--- src/rtl/lfsr_rand_arbiter.sv ---
// lfsr_rand_arbiter: one free-running 10-bit XNOR LFSR shared among NREQ
// requesters through a round-robin req/gnt/ack handshake. The winner receives
// the LFSR value captured at the grant edge. Seed loading and all-ones
// lock-up recovery are handled here.
module lfsr_rand_arbiter #(
   parameter int unsigned NREQ = 4,
   parameter logic [9:0]  SEED = 10'h001
) (
   input  logic            clk,
   input  logic            reset,
   input  logic [NREQ-1:0] req,
   input  logic [NREQ-1:0] ack,
   input  logic            seed_load,
   input  logic [9:0]      seed,
   output logic [NREQ-1:0] gnt,
   output logic [9:0]      rnd,
   output logic            rnd_valid,
   output logic            busy,
   output logic            lockup_err
);

   localparam int unsigned LW = 10;
   localparam int unsigned IW = (NREQ > 1) ? $clog2(NREQ) : 1;

   localparam logic [LW-1:0] LOCKUP  = 10'h3FF;
   localparam logic [LW-1:0] RECOVER = 10'h001;

   localparam logic [0:0] IDLE  = 1'b0;
   localparam logic [0:0] GRANT = 1'b1;

   logic [LW-1:0]   state, state_nx;
   logic            lock_nx;
   logic [0:0]      fsm, fsm_nx;
   logic [IW-1:0]   ptr, ptr_nx;
   logic [IW-1:0]   gidx, gidx_nx;
   logic [NREQ-1:0] gnt_nx;
   logic [LW-1:0]   rnd_nx;
   logic            rnd_valid_nx;
   logic            busy_nx;
   logic            found;
   logic [IW-1:0]   win;

   // LFSR next value: seed load wins over stepping; all-ones is never kept
   always_comb begin
      state_nx = {state[LW-2:0], ~(state[9] ^ state[6])};
      lock_nx  = lockup_err;
      if (seed_load) begin
         if (seed == LOCKUP) begin
            state_nx = RECOVER;
            lock_nx  = 1'b1;
         end else begin
            state_nx = seed;
         end
      end else if (state == LOCKUP) begin
         state_nx = RECOVER;
         lock_nx  = 1'b1;
      end
   end

   // Round-robin winner: first set req bit from ptr upward, wrapping
   always_comb begin
      found = 1'b0;
      win   = '0;
      for (int unsigned off = 0; off < NREQ; off++) begin
         logic [IW-1:0] cand;
         cand = IW'((32'(ptr) + off) % NREQ);
         if (!found && req[cand]) begin
            found = 1'b1;
            win   = cand;
         end
      end
   end

   // Handshake FSM next-state and registered-output values
   always_comb begin
      fsm_nx       = fsm;
      ptr_nx       = ptr;
      gidx_nx      = gidx;
      gnt_nx       = gnt;
      rnd_nx       = rnd;
      rnd_valid_nx = rnd_valid;
      busy_nx      = busy;
      case (fsm)
         IDLE: begin
            if (found) begin
               gnt_nx       = '0;
               gnt_nx[win]  = 1'b1;
               gidx_nx      = win;
               rnd_nx       = state;
               rnd_valid_nx = 1'b1;
               busy_nx      = 1'b1;
               fsm_nx       = GRANT;
            end
         end
         GRANT: begin
            // Release on ack from the grantee, or when it withdraws its request
            if (ack[gidx] || !req[gidx]) begin
               gnt_nx       = '0;
               rnd_valid_nx = 1'b0;
               busy_nx      = 1'b0;
               ptr_nx       = (gidx == IW'(NREQ - 1)) ? '0 : gidx + 1'b1;
               fsm_nx       = IDLE;
            end
         end
         default: begin
            gnt_nx       = '0;
            rnd_valid_nx = 1'b0;
            busy_nx      = 1'b0;
            fsm_nx       = IDLE;
         end
      endcase
   end

   // State and output registers
   always_ff @(posedge clk or posedge reset) begin
      if (reset) begin
         state      <= SEED;
         lockup_err <= 1'b0;
         fsm        <= IDLE;
         ptr        <= '0;
         gidx       <= '0;
         gnt        <= '0;
         rnd        <= '0;
         rnd_valid  <= 1'b0;
         busy       <= 1'b0;
      end else begin
         state      <= state_nx;
         lockup_err <= lock_nx;
         fsm        <= fsm_nx;
         ptr        <= ptr_nx;
         gidx       <= gidx_nx;
         gnt        <= gnt_nx;
         rnd        <= rnd_nx;
         rnd_valid  <= rnd_valid_nx;
         busy       <= busy_nx;
      end
   end

endmodule

--- config.mk ---
export PLATFORM = sky130hd
export DESIGN_NAME = lfsr_rand_arbiter
export DESIGN_NICKNAME = d
export VERILOG_FILES = /design/src/rtl/lfsr_rand_arbiter.sv
export SDC_FILE = /design/constraint.sdc
export NUM_CORES = 1
export LEC_CHECK = 0
export BUFFER_PORTS_ARGS = -buffer_cell sky130_fd_sc_hd__buf_4
export CAP_MARGIN = 20
export CORE_UTILIZATION = 46
export CTS_CLUSTER_SIZE = 24
export DETAILED_ROUTE_END_ITERATION = 12
export PLACE_DENSITY = 0.74
export SYNTH_ARGS = -nofsm -noshare
export SYNTH_HDL_FRONTEND = slang
export SYNTH_SLANG_ARGS = --single-unit
export TNS_END_PERCENT = 1
--- constraint.sdc ---
create_clock -name clk -period 1.8 [get_ports clk]
set_clock_uncertainty 0.2 [all_clocks]
set_input_delay 0.09 -clock clk [delete_from_list [all_inputs] [get_ports clk]]
set_output_delay 0.09 -clock clk [all_outputs]
set_load 0.02 [all_outputs]
==> results of run 1 <==
[what timing repair did]
| action | in CTS | in global routing |
|---|---|---|
| pin swaps | 2 | 3 |
| hold buffers | 12 | 0 |
| endpoints found under the hold margin | 42 | 0 |
| setup buffers | 2 | 2 |
| setup endpoints to repair | 2 | 6 |
| gates resized for setup | 0 | 3 |
[area by class of cell]
cell class / instances / area share
flip-flops and latches: 31 / 0.404
multi-input cells: 88 / 0.299
repair buffers: 59 / 0.246
clock buffers: 8 / 0.0254
well taps: 31 / 0.0202
inverters: 3 / 0.00586
[sequential cells by signal, summed over array words and instances, names as in the netlist]
register	flops
state	10
busy	1
fsm	1
ptr	2
lockup_err	1
gnt	4
gidx	2
rnd	10
[routing by layer]
| layer | GRT usage | vias up |
|---|---|---|
| met5 | 0 | - |
| met3 | 0.0507 | 9 |
| li1 | - | 581 |
| met4 | 0.111 | 0 |
| met2 | 0.400 | 35 |
| met1 | 0.268 | 576 |
[power by group through the flow]
| stage | Sequential, W | Combinational, W | Clock, W |
|---|---|---|---|
| finish | 0.00111 | 0.00131 | 0.000372 |
| global placement | 0.00111 | 0.00119 | 0 |
| detailed placement | 0.00113 | 0.00122 | 0 |
| floorplan | 0.00128 | 0.000585 | 0 |
| CTS | 0.00112 | 0.00128 | 0.000386 |
| global route | 0.00115 | 0.00143 | 0.000419 |
[cells by family after synthesis]
| logic type | Yosys count |
|---|---|
| compound gates | 28 |
| xor+xnor | 1 |
| fa+ha+maj | 1 |
| buf+inv | 9 |
| flops | 31 |
| mux | 2 |
| simple gates | 56 |
[through the flow]
step | area, um2 | hold WS, ns | util
finish | 1920 | 0.0796 | 0.686
global route | 1920 | 0.0969 | 0.686
CTS | 1890 | 0.0734 | 0.675
detailed placement | 1710 | -0.00750 | 0.609
global placement | 1710 | -0.0133 | 0.609
floorplan | 1380 | -0.00723 | -
[final timing paths]
path | start | endpoint | slack [ns]
setup reg to reg | gidx[1]$_DFFE_PP0P_ | ptr[1]$_DFFE_PP0P_ | 0.06
min in group asynchronous | reset | busy$_DFFE_PP0P_ | 0.18
setup / recovery | gidx[1]$_DFFE_PP0P_ | ptr[1]$_DFFE_PP0P_ | 0.06
max in group asynchronous | reset | state[0]$_DFF_PP1_ | 0.90
hold / removal | req[0] | gidx[0]$_DFFE_PP0P_ | 0.08
hold reg to reg | rnd[7]$_DFFE_PP0P_ | rnd[7]$_DFFE_PP0P_ | 0.28
[tightest hold or removal path, stage by stage]
cell and delay [ns]:
buf_4 0.10, o21ai_1 0.08, o211ai_1 0.18, o21ai_0 0.10
[placed cells by master, fill, tap and decap left out, types with 2 or more instances in the layout]
cell type and n:
mux2_4 2, nand4_1 4, nand2_1 34, nor2b_1 2, a22o_1 9, dfrtp_1 30, nor2_1 5, a21oi_1 2
a21o_1 2, clkbuf_4 5, o21ai_0 2, dlygate4sd3_1 12, inv_1 3, and4bb_1 2, buf_4 47, clkbuf_1 3
a32o_2 4
==> summary.md, run 1 <==
| Metric | Value |
|---|---|
| Status | `finished, violations left` |
| Failing checks | `DRC` |
| CTS tree | `built` |
| Comb pwr share | `0.469` |
| Clk network pwr share | `0.133` |
| Cell area after synthesis | `1380 um2` |
| Share of post-route cells with drive strength above 1 | `0.333` |
| CP Cell Sequence | `and4bb_1 -> nor4_4 -> nand2_2 -> mux2_4` |
| Layout fillers | `225` |
| Tot Pwr | `0.00280 W` |
| Sink Count | `31` |
| FMAX | `0.573 GHz` |
| Worst slew margin | `0.751` |
| Largest family of logic cells by synthesized area | `simple AND/OR/NAND/NOR gates` |
| Wire length on met3 | `about 130 um` |
| Initial antenna violation count | `0` |
| Synthesized area per cell | `10.8 um2` |
| Worst hold path type | `input pin to register` |
| VDD IR max | `roughly 0.98 mV` |
| M1 WL | `1280 um` |
| Final min period | `1.74 ns` |
| Post-route ant nets | `0` |
| Simple-gate share of the synthesized area | `0.203` |
| Vias | `1201` |
| Dominant cells by area after synthesis | `dfrtp_1 (55%), nand2_1 (9.3%), a22o_1 (5.7%)` |
| Chip Height | `56.7 um` |
| Synth unique cells | `36` |
| Final setup fails | `0` |
| DR DRC count | `3` |
| CP Data Arrival Time | `1.77 ns` |
| Xor and xnor fraction of the mapped netlist area | `0.00636` |
| Top sig layer | `met4` |
| Slowest CP cell | `dfrtp_1` |
| Reg power frac | `0.398` |
| H-tree depth | `2` |
| First-iteration detailed-routing DRC count | `63` |
| Worst Path Buf+Inv | `0` |
| Worst Tran Pin Value | `0.373 ns` |
| Longest Clk Path Bufs | `2` |
| Area growth syn-to-layout | `39.7%` |
| DR WL/cell | `14.1 um` |
| EDFF count, synth | `0` |
| Standard-cell rows | `19` |
| Crit Path Class | `register to register` |
| Most used DFF post-synth | `dfrtp_1` |
| Compound-cell area share of the yosys netlist | `0.166` |
| Drt first pass iters | `8` |
| Synth Instances | `128` |
| GRT overflow | `0` |
| Yosys warnings | `0` |
| Worst Reg-to-Reg Cells | `4` |
| Seq. cell area | `777 um2` |
| Synth top area share | `0.545` |
| Initial Utilization | `0.491` |
| Mux cell area share after synthesis | `0.0218` |
| MaxCap Viol Count | `0` |
| Vias in the first global route | `1242` |
| Asr flop ratio synth | `1.00` |
| Levels on crit path | `4` |
| P_int | `0.00173 W` |
| Largest net degree at the start of global routing | `32` |
| Worst skew pair latency | `0.33 ns` |
| Post-synth top cells | `nand2_1 (34), dfrtp_1 (30), a22o_1 (9)` |
| Core Box Area | `around 2800 um2` |
| Pins Over Slew Limit | `0` |
| Post-Synth Adder-Cell Area | `0.00909` |
| CP endpoint kind | `register` |
| Root Buffer | `clkbuf_4` |
| Max FO, Critical Path | `7` |
| GRT Total Usage | `0.230` |
| Power per cell area | `1460 nW/um2` |
| Area leader, netlist | `dfrtp_1` |
| Hpwl dp | `about 2200 um` |
| Tcrit/Tclk final | `0.969` |
| Sw Share | `0.384` |
| Sequential area share after synthesis | `0.565` |
| Syn Nets | `150` |
| Clock-pin slew on the worst setup and hold paths | `0.09 ns` |
| Global-route wire length before repair | `5470 um` |
| Unrepaired setup endpoints after global routing | `yes` |
| Die area | `about 3200 um2` |
| Port bufs | `37` |
| Final WS setup | `0.0558 ns` |
| Crit-path max cell delay | `0.42 ns` |
| Delay-heaviest family, CP | `simple AND/OR/NAND/NOR gates` |
| Vias per cell | `roughly 5.5` |
| Place WS | `-0.00925 ns` |
| Die width | `56.7 um` |
| Final nets | `210` |
| Ports | `38` |
| Routed met2 length | `~1600 um` |
| Leak | `0.995 nW` |
| Setup TNS | `0 ns` |
| Count leader, synth | `nand2_1` |
| Total Wirelength | `3110 um` |
| Total area of multi-input combinational cells | `574 um2` |
| Placed insts | `between 150 and 200` |
| Hold path depth | `4` |
| Seq cells post-synth | `31` |
| CTS Buf Count | `5` |
| Layout Cells excl Fill | `220` |
| Endpoints failing hold | `0` |
| NetSw | `0.00107 W` |
| Worst Path Required | `1.83 ns` |
| RD Place Congestion | `about 0.83` |
| Startpoint types | `register` |
| Antenna Diode Count | `0` |
Note: power is estimated with default switching activity, not from simulation.
==> run 2, diff against run 1 <==
CORE_UTILIZATION = 51   (was 46)
PLACE_DENSITY = 0.78   (was 0.74)
clock period = 2 ns   (was 1.8 ns; I/O delays follow)
==> summary.md, run 2 (synthesis results as in run 1) <==
| Metric | Value |
|---|---|
| Post_cts resized | `0 (unchanged)` |
| Final nets | `203 (-3.3%)` |
| Chip Height | `54.0 um (-4.9%)` |
| Final WS setup | `0.140 ns (+0.0846 ns)` |
| Worst slew margin | `0.616 (-0.135)` |
| GRT overflow | `0 (unchanged)` |
| Sink Count | `31 (unchanged)` |
| Die width | `54.0 um (-4.9%)` |
| Worst Tran Pin Value | `0.576 ns (+0.203 ns)` |
| H-tree depth | `2 (unchanged)` |
| Vias per cell | `5.57 (+2.0%)` |
| Final setup fails | `0 (unchanged)` |
| Drt first pass iters | `5 (-3)` |
| Total area of multi-input combinational cells | `559 um2 (-2.6%)` |
| VDD IR max | `0.973 mV (-0.49%)` |
| Pins Over Slew Limit | `0 (unchanged)` |
| Place WS | `0.166 ns (+0.175 ns)` |
| Core Box Area | `2520 um2 (-10%)` |
| Die area | `2910 um2 (-9.5%)` |
| DR WL/cell | `15.0 um (+6.4%)` |
| GRT Total Usage | `0.256 (+0.0262)` |
| Share of post-route cells with drive strength above 1 | `0.313 (-0.0201)` |
| Layout fillers | `178 (-21%)` |
| Slowest CP cell | `dfrtp_1` |
| FMAX | `0.538 GHz (-6.2%)` |
| Ports | `38 (unchanged)` |
| Layout Cells excl Fill | `212 (-3.6%)` |
| R2r startpoint | `gidx[0]$_DFFE_PP0P_` |
| Setup crit end | `ptr[1]$_DFFE_PP0P_` |
| Antenna Diode Count | `0 (unchanged)` |
| Root Buffer | `clkbuf_4` |
| Total Wirelength | `3190 um (+2.5%)` |
| CP endpoint kind | `register` |
| Crit Path Class | `register to register` |
| Worst skew pair latency | `0.33 ns (about the same)` |
| Tot Pwr | `0.00250 W (-11%)` |
| RD Place Congestion | `0.741 (-11%)` |
| Worst hold path type | `input pin to register` |
| Worst R2R Setup Slack | `0.14 ns (+0.08 ns)` |
| Most frequent cells in the layout | `buf_4 (40), nand2_1 (34), dfrtp_1 (30)` |
| Delay-heaviest family, CP | `simple AND/OR/NAND/NOR gates` |
| Startpoint types | `register` |
| Final min period | `1.86 ns (+0.115 ns)` |
| Crit-path max cell delay | `0.45 ns (+0.03 ns)` |
| Status | `complete, no violations` |
| Max FO, Critical Path | `7 (unchanged)` |
| Power per cell area | `1340 nW/um2 (-8.3%)` |
| Levels on crit path | `4 (unchanged)` |
| CP Cell Sequence | `and4b_1 -> nor4_2 -> nand2_2 -> mux2_4` |
| CTS tree | `built` |
| Vias in the first global route | `1126 (-9.3%)` |
| CTS Buf Count | `5 (unchanged)` |
| Largest net degree at the start of global routing | `32 (unchanged)` |
| Worst Reg-to-Reg Cells | `4 (unchanged)` |
| Setup TNS | `0 ns (unchanged)` |
| Worst Path Required | `2.02 ns (+0.19 ns)` |
| Largest registers | `rnd x10, state x10, gnt x4` |
| Vias | `1181 (-1.7%)` |
| Post-route ant nets | `0 (unchanged)` |
| Port bufs | `37 (unchanged)` |
| Area growth syn-to-layout | `36.2%` |
| Clock-pin slew on the worst setup and hold paths | `0.09 ns (about the same)` |
| Worst Path Buf+Inv | `0 (unchanged)` |
| Unrepaired setup endpoints after global routing | `no` |
| Leak | `0.967 nW (-2.8%)` |
| FF-to-FF End | `ptr[1]$_DFFE_PP0P_` |
| Initial antenna violation count | `0 (unchanged)` |
| Post-CTS Setup Repair Bufs | `0 (-2)` |
| DR DRC count | `0 (-3)` |
| First-iteration detailed-routing DRC count | `12 (-81%)` |
| Placed insts | `192 (-2.0%)` |
| Seq. cell area | `777 um2 (unchanged)` |
| Most common cell after layout, fill and taps aside | `buf_4` |
| Hpwl dp | `2100 um (-4.4%)` |
| Global-route wire length before repair | `5020 um (-8.3%)` |
| MaxCap Viol Count | `0 (unchanged)` |
| Tcrit/Tclk final | `0.930 (-0.0392)` |
| Longest Clk Path Bufs | `2 (unchanged)` |
| Core Util, Final | `0.743 (+0.0575)` |
| Critical path origin | `gidx[0]$_DFFE_PP0P_` |
| Initial Utilization | `0.546 (+0.0550)` |
| Standard-cell rows | `18 (-1)` |
| Endpoints failing hold | `0 (unchanged)` |
| CP Data Arrival Time | `1.88 ns (+0.11 ns)` |
-- run 2: cell types whose count changed in the layout (fill, tap and decap cells not counted), sizes merged --
cell and change:
buf -7
-- run 2: worst min-delay path: stages --
cell and delay [ns]:
buf_4 0.08, nor4b_1 0.04, nor4_2 0.22, o21ai_0 0.12
-- run 2: layout make-up --
cell class              instances  share of cell area
inverters                       3             0.00601
repair buffers                 52               0.224
flip-flops and latches         31               0.415
multi-input cells              88               0.298
clock buffers                   8              0.0367
well taps                      30              0.0200
-- run 2: how the worst min path moves through the flow --
stage,endpoint,cells past startpoint,start
after floorplan,busy$_DFFE_PP0P_,1,reset
after global placement,rnd[0]$_DFFE_PP0P_,3,reset
after detailed placement,rnd[0]$_DFFE_PP0P_,3,reset
after CTS,fsm$_DFF_PP0_,4,ack[0]
after global routing,gnt[1]$_DFFE_PP0P_,4,req[1]
final,fsm$_DFF_PP0_,4,ack[0]
-- run 2: timing repair --
action | 4_1_cts | 5_1_grt
hold endpoints to repair | 41 | 0
hold buffers | 12 | 0
endpoints found under the setup margin | 0 | 0
-- run 2: metrics by stage --
step	hold slack, ns	area, um2
after floorplan	0.00277	1380
after global placement	-0.00178	1690
after detailed placement	0.00708	1690
after CTS	0.0580	1870
after global routing	0.116	1870
final	0.0750	1870
-- run 2: routing by layer --
| metal | global-route usage | part of all wire |
|---|---|---|
| met5 | 0 | 0 |
| met4 | 0.123 | 0.027 |
| met3 | 0.0763 | 0.056 |
| met2 | 0.424 | 0.49 |
| met1 | 0.303 | 0.43 |
-- run 2: power by group --
| group | switching (W) | leakage (nW) | internal (W) | total (W) |
|---|---|---|---|---|
| clock network | 0.000209 | 0.0386 | 0.000207 | 0.000416 |
| logic | 0.000575 | 0.551 | 0.000499 | 0.00107 |
| registers | 0.000175 | 0.378 | 0.000838 | 0.00101 |
| total | 0.000959 | 0.967 | 0.00154 | 0.00250 |
==> run 3, diff against run 2 <==
CTS_BUF_LIST = sky130_fd_sc_hd__clkbuf_8 sky130_fd_sc_hd__clkbuf_16   (was not set)
clock period = 1.8 ns   (was 2 ns; I/O delays follow)
==> summary.md, run 3 (synthesis results as in run 1) <==
| Metric | Value |
|---|---|
| Startpoint types | `register` |
| Worst skew pair latency | `0.28 ns (-0.05 ns)` |
| Leak | `1.00 nW (+3.9%)` |
| Chip Height | `54.0 um (unchanged)` |
| CP endpoint kind | `register` |
| Largest registers | `rnd x10, state x10, gnt x4` |
| Endpoints failing hold | `0 (unchanged)` |
| Port bufs | `37 (unchanged)` |
| Status | `complete, no violations` |
| Initial Utilization | `0.546 (unchanged)` |
| FMAX | `0.561 GHz (+4.3%)` |
| Worst Path Required | `1.76 ns (-0.26 ns)` |
| Layout fillers | `176 (-1.1%)` |
| Worst Tran Pin Value | `0.386 ns (-0.190 ns)` |
| Met2 Use GR | `0.393 (-0.0309)` |
| GRT busiest layer | `met2` |
| Seq. cell area | `777 um2 (unchanged)` |
| Unrepaired setup endpoints after global routing | `yes` |
| Worst Path Buf+Inv | `0 (unchanged)` |
| Final nets | `206 (+1.5%)` |
| Root Buffer | `clkbuf_8` |
| Die area | `2910 um2 (unchanged)` |
| CP Cell Sequence | `and4bb_1 -> nor4_4 -> nand2_2 -> mux2_4` |
| Core Util, Final | `0.770 (+0.0273)` |
| Placed Area | `1700 um2 (+0.89%)` |
| Longest Clk Path Bufs | `2 (unchanged)` |
| Crit Path Class | `register to register` |
| DR DRC count | `0 (unchanged)` |
| DR WL/cell | `14.7 um (-2.5%)` |
| Ports | `38 (unchanged)` |
| CTS tree | `built` |
| Vias in the first global route | `1092 (-3.0%)` |
| Hpwl dp | `2080 um (-1.0%)` |
| GRT overflow | `0 (unchanged)` |
| Final setup fails | `0 (unchanged)` |
| Crit-path max cell delay | `0.42 ns (-0.03 ns)` |
| Global-route wire length before repair | `4830 um (-3.7%)` |
| Core Box Area | `2520 um2 (unchanged)` |
| Most frequent cells in the layout | `buf_4 (43), nand2_1 (34), dfrtp_1 (30)` |
| H-tree depth | `2 (unchanged)` |
| Die width | `54.0 um (unchanged)` |
| Vias | `1156 (-2.1%)` |
| CTS Buf Count | `5 (unchanged)` |
| Max FO, Critical Path | `7 (unchanged)` |
| Vias per cell | `5.38 (-3.5%)` |
| Antenna Diode Count | `0 (unchanged)` |
| Post-route ant nets | `0 (unchanged)` |
| Initial antenna violation count | `0 (unchanged)` |
| Area growth syn-to-layout | `41.2%` |
| Standard-cell rows | `18 (unchanged)` |
| Met3 usage | `0.0876 (+0.0113)` |
| CP Data Arrival Time | `1.74 ns (-0.14 ns)` |
| Slowest CP cell | `dfrtp_1` |
| VDD IR max | `1.08 mV (+11%)` |
| Final min period | `1.78 ns (-0.0759 ns)` |
| Clock-pin slew on the worst setup and hold paths | `0.06 ns (-0.03 ns)` |
| Share of post-route cells with drive strength above 1 | `0.330 (+0.0165)` |
| Delay-heaviest family, CP | `simple AND/OR/NAND/NOR gates` |
| Worst slew margin | `0.742 (+0.127)` |
| Total Wirelength | `3150 um (-1.1%)` |
| Worst hold path type | `input pin to register` |
| Most common cell after layout, fill and taps aside | `buf_4` |
| Largest net degree at the start of global routing | `32 (unchanged)` |
| Design area | `1940 um2 (+3.7%)` |
| Total area of multi-input combinational cells | `574 um2 (+2.7%)` |
| WHS | `0.0557 ns (-0.0193 ns)` |
| Pins Over Slew Limit | `0 (unchanged)` |
| First-iteration detailed-routing DRC count | `23 (+11)` |
| Drt first pass iters | `4 (-1)` |
| RD Place Congestion | `0.743 (+0.32%)` |
| GRT Total Usage | `0.246 (-0.0107)` |
| Worst R2R Setup Slack | `0.02 ns (-0.12 ns)` |
| Power per cell area | `1520 nW/um2 (+14%)` |
| Tcrit/Tclk final | `0.991 (+0.0611)` |
| Met1 track demand over resource | `0.309 (+0.00610)` |
| Sink Count | `31 (unchanged)` |
| MaxCap Viol Count | `0 (unchanged)` |
[run 3: worst min-delay path, cell delays in order]
cell	delay, ns
buf_4	0.09
nor4b_2	0.05
nor4_4	0.16
o21ai_0	0.10
[run 3: repair_timing]
action,in CTS,in global routing
setup endpoints to repair,2,6
hold buffers,12,0
resized for setup,0,2
pin swaps,2,4
buffers inserted,1,0
hold endpoints to repair,40,0
[run 3: layout make-up]
class	instances	share of cell area
Sequential cell	31	0.400
Multi-Input combinational cell	88	0.296
Timing Repair Buffer	55	0.228
Clock buffer	7	0.0496
Tap cell	30	0.0193
Inverter	3	0.00580
Clock inverter	1	0.00193
[run 3: power breakdown]
group / total, W / switching [W] / internal (W)
registers: 0.00111 / 0.000179 / 0.000934
logic: 0.00127 / 0.000668 / 0.000602
clock network: 0.000579 / 0.000236 / 0.000343
total: 0.00296 / 0.00108 / 0.00188
[run 3: per-stage QoR]
stage	instances	power, W	setup TNS, ns	worst slack, ns
2_1_floorplan	128	0.00187	0	0.0922
3_5_place_dp	194	0.00234	0	0.00506
6_report	215	0.00296	0	0.0163
5_1_grt	215	0.00316	-0.105	-0.0430
4_1_cts	215	0.00296	-0.00324	-0.00184
3_3_place_gp	194	0.00230	0	0.0623
[run 3: routing by layer]
metal	vias up	wire length, um
li1	572	-
met1	542	1410
met2	37	1570
met3	5	150
met4	0	26
met5	-	0
[run 3: worst paths after layout]
check | from | to | cells after the start
max in group asynchronous | reset | state[0]$_DFF_PP1_ | 4
min in group asynchronous | reset | lockup_err$_DFFE_PP0P_ | 4
worst min-delay path | ack[0] | fsm$_DFF_PP0_ | 4
worst min register to register | rnd[9]$_DFFE_PP0P_ | rnd[9]$_DFFE_PP0P_ | 2
worst max-delay path | gidx[0]$_DFFE_PP0P_ | ptr[0]$_DFFE_PP0P_ | 4
worst max register to register | gidx[0]$_DFFE_PP0P_ | ptr[0]$_DFFE_PP0P_ | 4
